**src/rtl/msx_sd_pkg.sv**
```systemverilog
// Shared types for the MSX SD-image sector path.
package msx_sd_pkg;

   typedef enum logic [2:0] {
      ST_IDLE,
      ST_ISSUE,
      ST_XFER,
      ST_DONE,
      ST_ERR
   } sd_arb_state_t;

   localparam int unsigned SD_SECTOR_BYTES = 512;

endpackage

```
**src/rtl/rr_pick.sv**
```systemverilog
// Round-robin priority encoder: first pending requester at or after the pointer, with wrap.
module rr_pick #(
   parameter int unsigned NREQ = 2,
   parameter int unsigned IW   = 1
) (
   input  logic [NREQ-1:0] i_pend,
   input  logic [IW-1:0]   i_ptr,
   output logic [NREQ-1:0] o_grant,
   output logic [IW-1:0]   o_idx,
   output logic            o_any
);

   logic [IW-1:0] w_k;

   always_comb begin
      o_grant = '0;
      o_idx   = '0;
      o_any   = 1'b0;
      w_k     = '0;
      for (int unsigned i = 0; i < NREQ; i++) begin
         w_k = IW'((32'(i_ptr) + i) % NREQ);
         if (!o_any && i_pend[w_k]) begin
            o_any        = 1'b1;
            o_grant[w_k] = 1'b1;
            o_idx        = w_k;
         end
      end
   end

endmodule

```
**src/rtl/sd_sector_arbiter.sv**
```systemverilog
// Shares the single user_io SD sector channel between NREQ requesters, one transaction at a
// time, round-robin, routing buffer strobes and write data only to the granted requester.
module sd_sector_arbiter #(
   parameter int unsigned NREQ    = 2,
   parameter int unsigned TIMEOUT = 2**24
) (
   input  logic              clk_i,
   input  logic              res_n_i,
   input  logic [NREQ-1:0]   req_rd_i,
   input  logic [NREQ-1:0]   req_wr_i,
   input  logic [NREQ*32-1:0] req_lba_i,
   input  logic [NREQ*8-1:0] req_din_i,
   output logic [NREQ-1:0]   req_grant_o,
   output logic [NREQ-1:0]   req_buff_wr_o,
   output logic [NREQ-1:0]   req_din_stb_o,
   output logic [NREQ-1:0]   req_done_o,
   output logic [NREQ-1:0]   req_err_o,
   output logic [31:0]       sd_lba_o,
   output logic              sd_rd_o,
   output logic              sd_wr_o,
   input  logic              sd_ack_i,
   input  logic              sd_buff_wr_i,
   input  logic              sd_din_stb_i,
   output logic [7:0]        sd_buff_din_o,
   output logic              busy_o
);

   import msx_sd_pkg::*;

   localparam int unsigned IW = (NREQ > 1) ? $clog2(NREQ) : 1;
   localparam int unsigned TW = $clog2(TIMEOUT);
   localparam logic [TW-1:0] TMAX = TW'(TIMEOUT - 1);

   sd_arb_state_t r_state, w_state_d;
   logic [NREQ-1:0] r_grant;
   logic [IW-1:0]   r_gidx, r_rr;
   logic            r_op_rd, r_op_wr;
   logic [31:0]     r_lba;
   logic [TW-1:0]   r_timer;
   logic            r_ack_q;

   logic [NREQ-1:0] w_pend, w_pick_oh;
   logic [IW-1:0]   w_pick_idx, w_rr_next;
   logic            w_any, w_ack_fall;

   assign w_pend     = req_rd_i | req_wr_i;
   assign w_ack_fall = r_ack_q & ~sd_ack_i;
   assign w_rr_next  = (r_gidx == IW'(NREQ - 1)) ? '0 : r_gidx + 1'b1;

   rr_pick #(
      .NREQ (NREQ),
      .IW   (IW)
   ) u_rr_pick (
      .i_pend  (w_pend),
      .i_ptr   (r_rr),
      .o_grant (w_pick_oh),
      .o_idx   (w_pick_idx),
      .o_any   (w_any)
   );

   always_ff @(posedge clk_i or negedge res_n_i) begin
      if (!res_n_i) begin
         r_state <= ST_IDLE;
         r_grant <= '0;
         r_gidx  <= '0;
         r_rr    <= '0;
         r_op_rd <= 1'b0;
         r_op_wr <= 1'b0;
         r_lba   <= '0;
         r_timer <= '0;
         r_ack_q <= 1'b0;
      end else begin
         r_state <= w_state_d;
         r_ack_q <= sd_ack_i;
         case (r_state)
            ST_IDLE: begin
               if (w_any) begin
                  r_grant <= w_pick_oh;
                  r_gidx  <= w_pick_idx;
                  // Read wins when a requester raises both.
                  r_op_rd <= req_rd_i[w_pick_idx];
                  r_op_wr <= req_wr_i[w_pick_idx] & ~req_rd_i[w_pick_idx];
                  r_lba   <= req_lba_i[w_pick_idx*32 +: 32];
                  r_timer <= '0;
               end
            end
            ST_ISSUE: begin
               if (sd_ack_i) begin
                  r_timer <= '0;
               end else if (r_timer != TMAX) begin
                  r_timer <= r_timer + 1'b1;
               end
            end
            ST_DONE, ST_ERR: begin
               r_grant <= '0;
               r_rr    <= w_rr_next;
            end
            default: ;
         endcase
      end
   end

   always_comb begin
      w_state_d     = r_state;
      sd_rd_o       = 1'b0;
      sd_wr_o       = 1'b0;
      req_buff_wr_o = '0;
      req_din_stb_o = '0;
      req_done_o    = '0;
      req_err_o     = '0;
      case (r_state)
         ST_IDLE: begin
            if (w_any) w_state_d = ST_ISSUE;
         end
         ST_ISSUE: begin
            sd_rd_o = r_op_rd;
            sd_wr_o = r_op_wr;
            if (sd_ack_i) begin
               w_state_d = ST_XFER;
            end else if (r_timer == TMAX) begin
               w_state_d = ST_ERR;
            end
         end
         ST_XFER: begin
            req_buff_wr_o = r_grant & {NREQ{sd_buff_wr_i}};
            req_din_stb_o = r_grant & {NREQ{sd_din_stb_i}};
            if (w_ack_fall) w_state_d = ST_DONE;
         end
         ST_DONE: begin
            req_done_o = r_grant;
            w_state_d  = ST_IDLE;
         end
         ST_ERR: begin
            req_err_o = r_grant;
            w_state_d = ST_IDLE;
         end
         default: w_state_d = ST_IDLE;
      endcase
   end

   always_comb begin
      sd_buff_din_o = '0;
      if (r_grant != '0) sd_buff_din_o = req_din_i[r_gidx*8 +: 8];
   end

   assign req_grant_o = r_grant;
   assign sd_lba_o    = r_lba;
   assign busy_o      = (r_state != ST_IDLE);

endmodule

```
**config.mk**
```make
export PLATFORM = sky130hd
export DESIGN_NAME = sd_sector_arbiter
export DESIGN_NICKNAME = d
export VERILOG_FILES = /design/src/rtl/msx_sd_pkg.sv /design/src/rtl/rr_pick.sv /design/src/rtl/sd_sector_arbiter.sv
export SDC_FILE = /design/constraint.sdc
export NUM_CORES = 1
export LEC_CHECK = 0
export BUFFER_PORTS_ARGS = -buffer_cell sky130_fd_sc_hd__buf_2
export CAP_MARGIN = 40
export CORE_MARGIN = 8
export CORE_UTILIZATION = 43
export CTS_CLUSTER_SIZE = 25
export DETAILED_ROUTE_END_ITERATION = 7
export PLACE_DENSITY = 0.68
export SLEW_MARGIN = 20
export SYNTH_ARGS = -nofsm -noshare
export SYNTH_HDL_FRONTEND = slang
export SYNTH_HIERARCHICAL = 1
export SYNTH_SLANG_ARGS = --single-unit
```
**constraint.sdc**
```tcl
create_clock -name clk_i -period 2.6 [get_ports clk_i]
set_input_delay 0.65 -clock clk_i [delete_from_list [all_inputs] [get_ports clk_i]]
set_output_delay 0.65 -clock clk_i [all_outputs]
set_load 0.01 [all_outputs]
```
[Word level (Yosys, flattened, before mapping)]
Cells that the tools add are included.
Storage, ports and cells
  register bits after elaboration: 66
  bits in latches: 0
  bits in writable memories: 0
  bits in read-only memories: 0
  bits of input ports: 89
  output and inout port bits: 53
  word-level logic and storage cells: 88
  memories: 0
Operators by class
  $add $sub $neg: 3
  $mul: 0
  div/mod/pow operators: 0
  $lt $le $gt $ge: 5
  equal/unequal tests: 10
  shifts and indexed selects: 2
  multiplexer cells: 37
  bitwise gates (word level): 8
  reductions and logical operators: 14
Operator list (number)
  $mux W24: 3
  $shiftx A64 B7 Y32: 1
  $pmux W24 S2: 1
  $add A24 B1 Y24 const B: 1
  $eq A24 B24 Y1 const B: 1
  $ne A24 B24 Y1 const B: 1
  $mux W1: 17
  $shiftx A16 B5 Y8: 1
  $mux W2: 7
  $mux W3: 4
  $pmux W3 S3: 1
  $mux W8: 1
  $eq A3 B2 Y1 const B: 2
  $lt A1 B2 Y1 const B: 3
  $ne A3 B3 Y1 const B: 2
  $reduce_and A3 Y1: 2
  $reduce_bool A2 Y1: 3
  $and A2 B2 Y2: 2
  $or A2 B2 Y2: 2
  $pmux W2 S2: 1
  $reduce_and A2 Y1: 2
  $eq A3 B1 Y1 const B: 1
  $eq A3 B3 Y1 const B: 1
  $logic_and A1 B1 Y1: 3
  11 further kinds: 16

[Depth between registers and ports, before layout]
  depth after elaboration: 11
  gate-level depth with buffers: 7
  gate-level depth less buffers: 6

[By module]
Netlist, hierarchy kept.
By module, submodules not included
  sd_sector_arbiter: times used 1, cells an instance 395, area an instance 3617.2 um2, sequential area each 1651.6 um2
  rr_pick: times used 1, cells an instance 5, area an instance 32.5 um2, sequential area each 0.0 um2

[Worst setup path after synthesis]
Ideal clock, no wire load.
  kind: input to register
  start point: input req_wr_i[0]
  end point: register r_op_rd
  data arrival time: 2.088 ns
  slack: 0.375 ns
  cell stages on the path: 6
  buffers on the path: 2
  path through: or2_2 > a21boi_0 > buf_2 > clkbuf_1 > mux2i_1 > a21oi_1
Between the ends
  cells in the longest elaborated chain, start to end: 9
RTL lines
  start: declaration: RTL line sd_sector_arbiter.sv:10  | input logic [NREQ-1:0] req_wr_i,
  $or A2 B2 Y2 *: RTL line sd_sector_arbiter.sv:46  | assign w_pend = req_rd_i | req_wr_i;
  $mux W1 (implied by the code) (2 in series): RTL line rr_pick.sv:22  | if (!o_any && i_pend[w_k]) begin
  $mux W1: RTL line rr_pick.sv:22
  $logic_not A1 Y1: RTL line rr_pick.sv:22
  $logic_and A1 B1 Y1: RTL line rr_pick.sv:22
  $mux W1 *: RTL line rr_pick.sv:22
  via w_pick_idx: RTL line sd_sector_arbiter.sv:43  | logic [IW-1:0] w_pick_idx, w_rr_next;
  $mux W1 (implied by the code) * (2 in series): RTL line sd_sector_arbiter.sv:81  | r_op_rd <= req_rd_i[w_pick_idx];
  end signal: assignment: RTL line sd_sector_arbiter.sv:81
  end: declaration: RTL line sd_sector_arbiter.sv:37  | logic r_op_rd, r_op_wr;
The timed path passes the listed nets; every way through them passes the cells marked *. The select of a mux whose other input is x is not followed.
A chain may end at the register's enable or synchronous reset.

[Final worst setup path]
  start point: register r_gidx
  end point: output sd_buff_din_o[2]
Between the ends
  cells in the longest elaborated chain, start to end: 2
RTL lines
  start: declaration: RTL line sd_sector_arbiter.sv:36  | logic [IW-1:0] r_gidx, r_rr;
  start signal: assignment: RTL line sd_sector_arbiter.sv:79  | r_gidx <= w_pick_idx;
  $shiftx A16 B5 Y8: RTL line sd_sector_arbiter.sv:143  | if (r_grant != '0) sd_buff_din_o = req_din_i[r_gidx*8 +: 8];
  $mux W8: RTL line sd_sector_arbiter.sv:143
  end: declaration: RTL line sd_sector_arbiter.sv:24  | output logic [7:0] sd_buff_din_o,
No other way between the ends.

==> results.md <==
* Unrepaired setup endpoints after global routing: no
* Wire length of the first global-routing pass at roughly 16000 um
* Crit path launch: r_gidx
* Post-CTS clock slew at the launch and capture registers of the worst setup and hold paths at 70 ps
* Worst-case hold slack at 317 ps
* Chip width at between 100 and 150 um
* Asr flop ratio synth at 1.00
* Number of cells in the design after placement at 630
* Number of endpoints failing setup at the final stage at 0
* CTS tree: built
* Netlist area before placement at around 3600 sq um
* Clock Tree Root: clkbuf_8
* Top cell type's share of synthesized area at 0.453
* Actual transition at the worst max-transition pin at around 610 ps
* Number of buffers created by CTS at 9
* Final instance area at between 4000 and 5000 sq um
* Slew Limit Fails at 0
* CTS H-tree lvls at 3
* DRC marker count from the first detailed-route iteration at 201
* I/O pin count at 142
* Number of synthesized flops with an enable pin at 0
* Most numerous cell types in the synthesized netlist: dfrtp_1, nor2_1, a21oi_1
* Power per standard cell area at around 940 nW/um^2
* Share of cells above drive strength 1 at 0.322
* Gp weighted congestion at approximately 0.81
* Height of the chip at 108 um
* Slew HR at 0.594
* Run status: completed
* Overall track demand over capacity in global routing at 0.169
* Vias in the first global route at 3405
* P&R area growth vs syn at 28.5%
* Detailed Route WL at approximately 10000 um
* Total nets after synthesis at between 400 and 500
* Synthesized flop and latch total at between 60 and 70
* Crit share post-route at 0.842
* Category of the critical setup timing path: register to output port
* Number of standard cells after synthesis at 400
* Core Rows at 33
* Starting utilization of the core area at 0.444
* Standby leakage power at ~2.3 nW
* Arrival @ worst endpoint at 1540 ps
* R2R Setup Slk at between 400 and 500 ps
* Number of nets with antenna violations after routing at 0
* Most numerous cell in the Yosys netlist: dfrtp_1
* Setup TNS after final layout at 0 ps
* Cell type with the highest aggregate area in the netlist: dfrtp_1
* Diode insertion count for antenna repair at 0
* Non-filler cells in the finished layout at 645
* Warning count from the yosys run at 6
* Count of TritonRoute iterations in the first routing pass at 4
* Net count, final at 626
* Nature of the critical path startpoint: register
* Nature of the critical path endpoint: output port
* Overflow left after global routing at 0
* DRC violations left at 0
* Worst skew pair latency at around 340 ps
* CP required at roughly 2000 ps
* Dominant register cell in the synthesized netlist: dfrtp_1
* Die footprint at 11700 sq um
* Core Box Area at ~8200 sq um
* Number of port buffers at about 140
* Post-synthesis sequential area ratio at 0.453
* Area after detailed placement at 4500 sq um
* Initial antenna violation count at 0
* Critical path destination: sd_buff_din_o[2]
* Max Cap Viol at 0
* Number of distinct library cell variants in the gate-level netlist after synthesis at 46
* Clock period minus worst slack at approximately 2200 ps
* R2R Path End: r_timer[6]
* Total vias in the final route at 3530
* Mean instance size in the synthesized netlist at 9.12 sq um
* Hpwl dp at 7710 um
* DR WL/cell at 15.7 um
* Worst flop-to-flop path startpoint: r_state[2]
* Peak ir drop on the vdd network at 0.554 mV
* Worst clock skew at 9.07 ps
* Pin count of the biggest net entering global routing at 57
* Hold Buf Count CTS at 0
* Maximum clock rate at 0.457 GHz
* Post-CTS Resized at 0
* Utilization of the core after routing at 0.571
* Largest fanout on the critical path at 11
* Clock tree sinks at 66
* Hold WC Path Type: input port to asynchronous set/reset pin
* Mean number of vias per cell at 5.47
* Worst R2R Path Depth at 4
* Ranking of synthesized cells by area: dfrtp_1, mux2i_1, a21oi_1
* Hold violation count in the final report at 0
* Max Buffers Root-to-Sink at 2
* # Post-CTS Setup Buffers at 0
-- metal layers --
metal / vias up / wire, um / track usage
met4: 0 / 172 / 0.0664
met2: 108 / 5140 / 0.287
met1: 1668 / 4040 / 0.196
li1: 1745 / - / -
met3: 9 / 769 / 0.0494
met5: - / 0 / 0
-- power by group --
part	switching, mW	leakage [nW]	internal [mW]
Clock	0.390	0.0941	0.460
Sequential	0.233	0.809	1.35
Combinational	1.15	1.36	0.830
Total	1.77	2.26	2.64
-- stage by stage --
stage	total power, mW	setup WS, ps
floorplan	2.84	375
global placement	3.56	465
detailed placement	3.62	454
CTS	4.48	354
global route	4.78	289
finish	4.42	411
-- cell type report --
| class | instances | area, sq um |
|---|---|---|
| clock buffers | 10 | 138 |
| clock inverters | 5 | 55.1 |
| fillers | 755 | 3530 |
| inverters | 7 | 26.3 |
| multi-input cells | 305 | 1900 |
| flip-flops and latches | 66 | 1650 |
| well taps | 105 | 131 |
| repair buffers | 147 | 788 |
-- flip-flops by register name, indices dropped and copies added, names as in the netlist, 2 cells and up --
register / flops
sd_lba_o: 32
req_grant_o: 2
r_state: 3
r_timer: 24
-- cells in the final DEF (no fill, tap or decap), types with 7 or more instances in the layout --
cell type	instances
o21ai_0	19
and3_1	11
a21oi_1	50
inv_1	7
mux2i_1	41
o211ai_1	7
dfrtp_1	66
nand3_1	10
nor2_1	57
a31oi_1	11
buf_2	141
clkbuf_8	10
nand2_1	25
-- worst max-delay path, cell delays in order (launching register included) --
cell,delay (ps)
dfrtp_1,680
mux2i_1,290
nor2_1,60
buf_2,160
-- worst min-delay path by stage --
stage | from | end | slack, ps | cells past startpoint
floorplan | res_n_i | r_ack_q | 350 | 0
global placement | r_timer[16] | r_timer[16] | 490 | 1
detailed placement | r_timer[16] | r_timer[16] | 500 | 1
CTS | res_n_i | r_gidx | 330 | 1
global route | res_n_i | r_timer[14] | 350 | 1
finish | res_n_i | r_timer[14] | 320 | 1
-- logic make-up after synthesis --
family                     count (synthesis)  share of synthesized area
and+or+nand+nor                          150                      0.214
muxes                                     42                      0.116
adders and majority gates                  1                    0.00343
DFF                                       66                      0.453
buffers and inverters                     29                     0.0319
AOI/OAI and AO/OA                        112                      0.182
No activity file was read; power rests on OpenSTA's default activity.
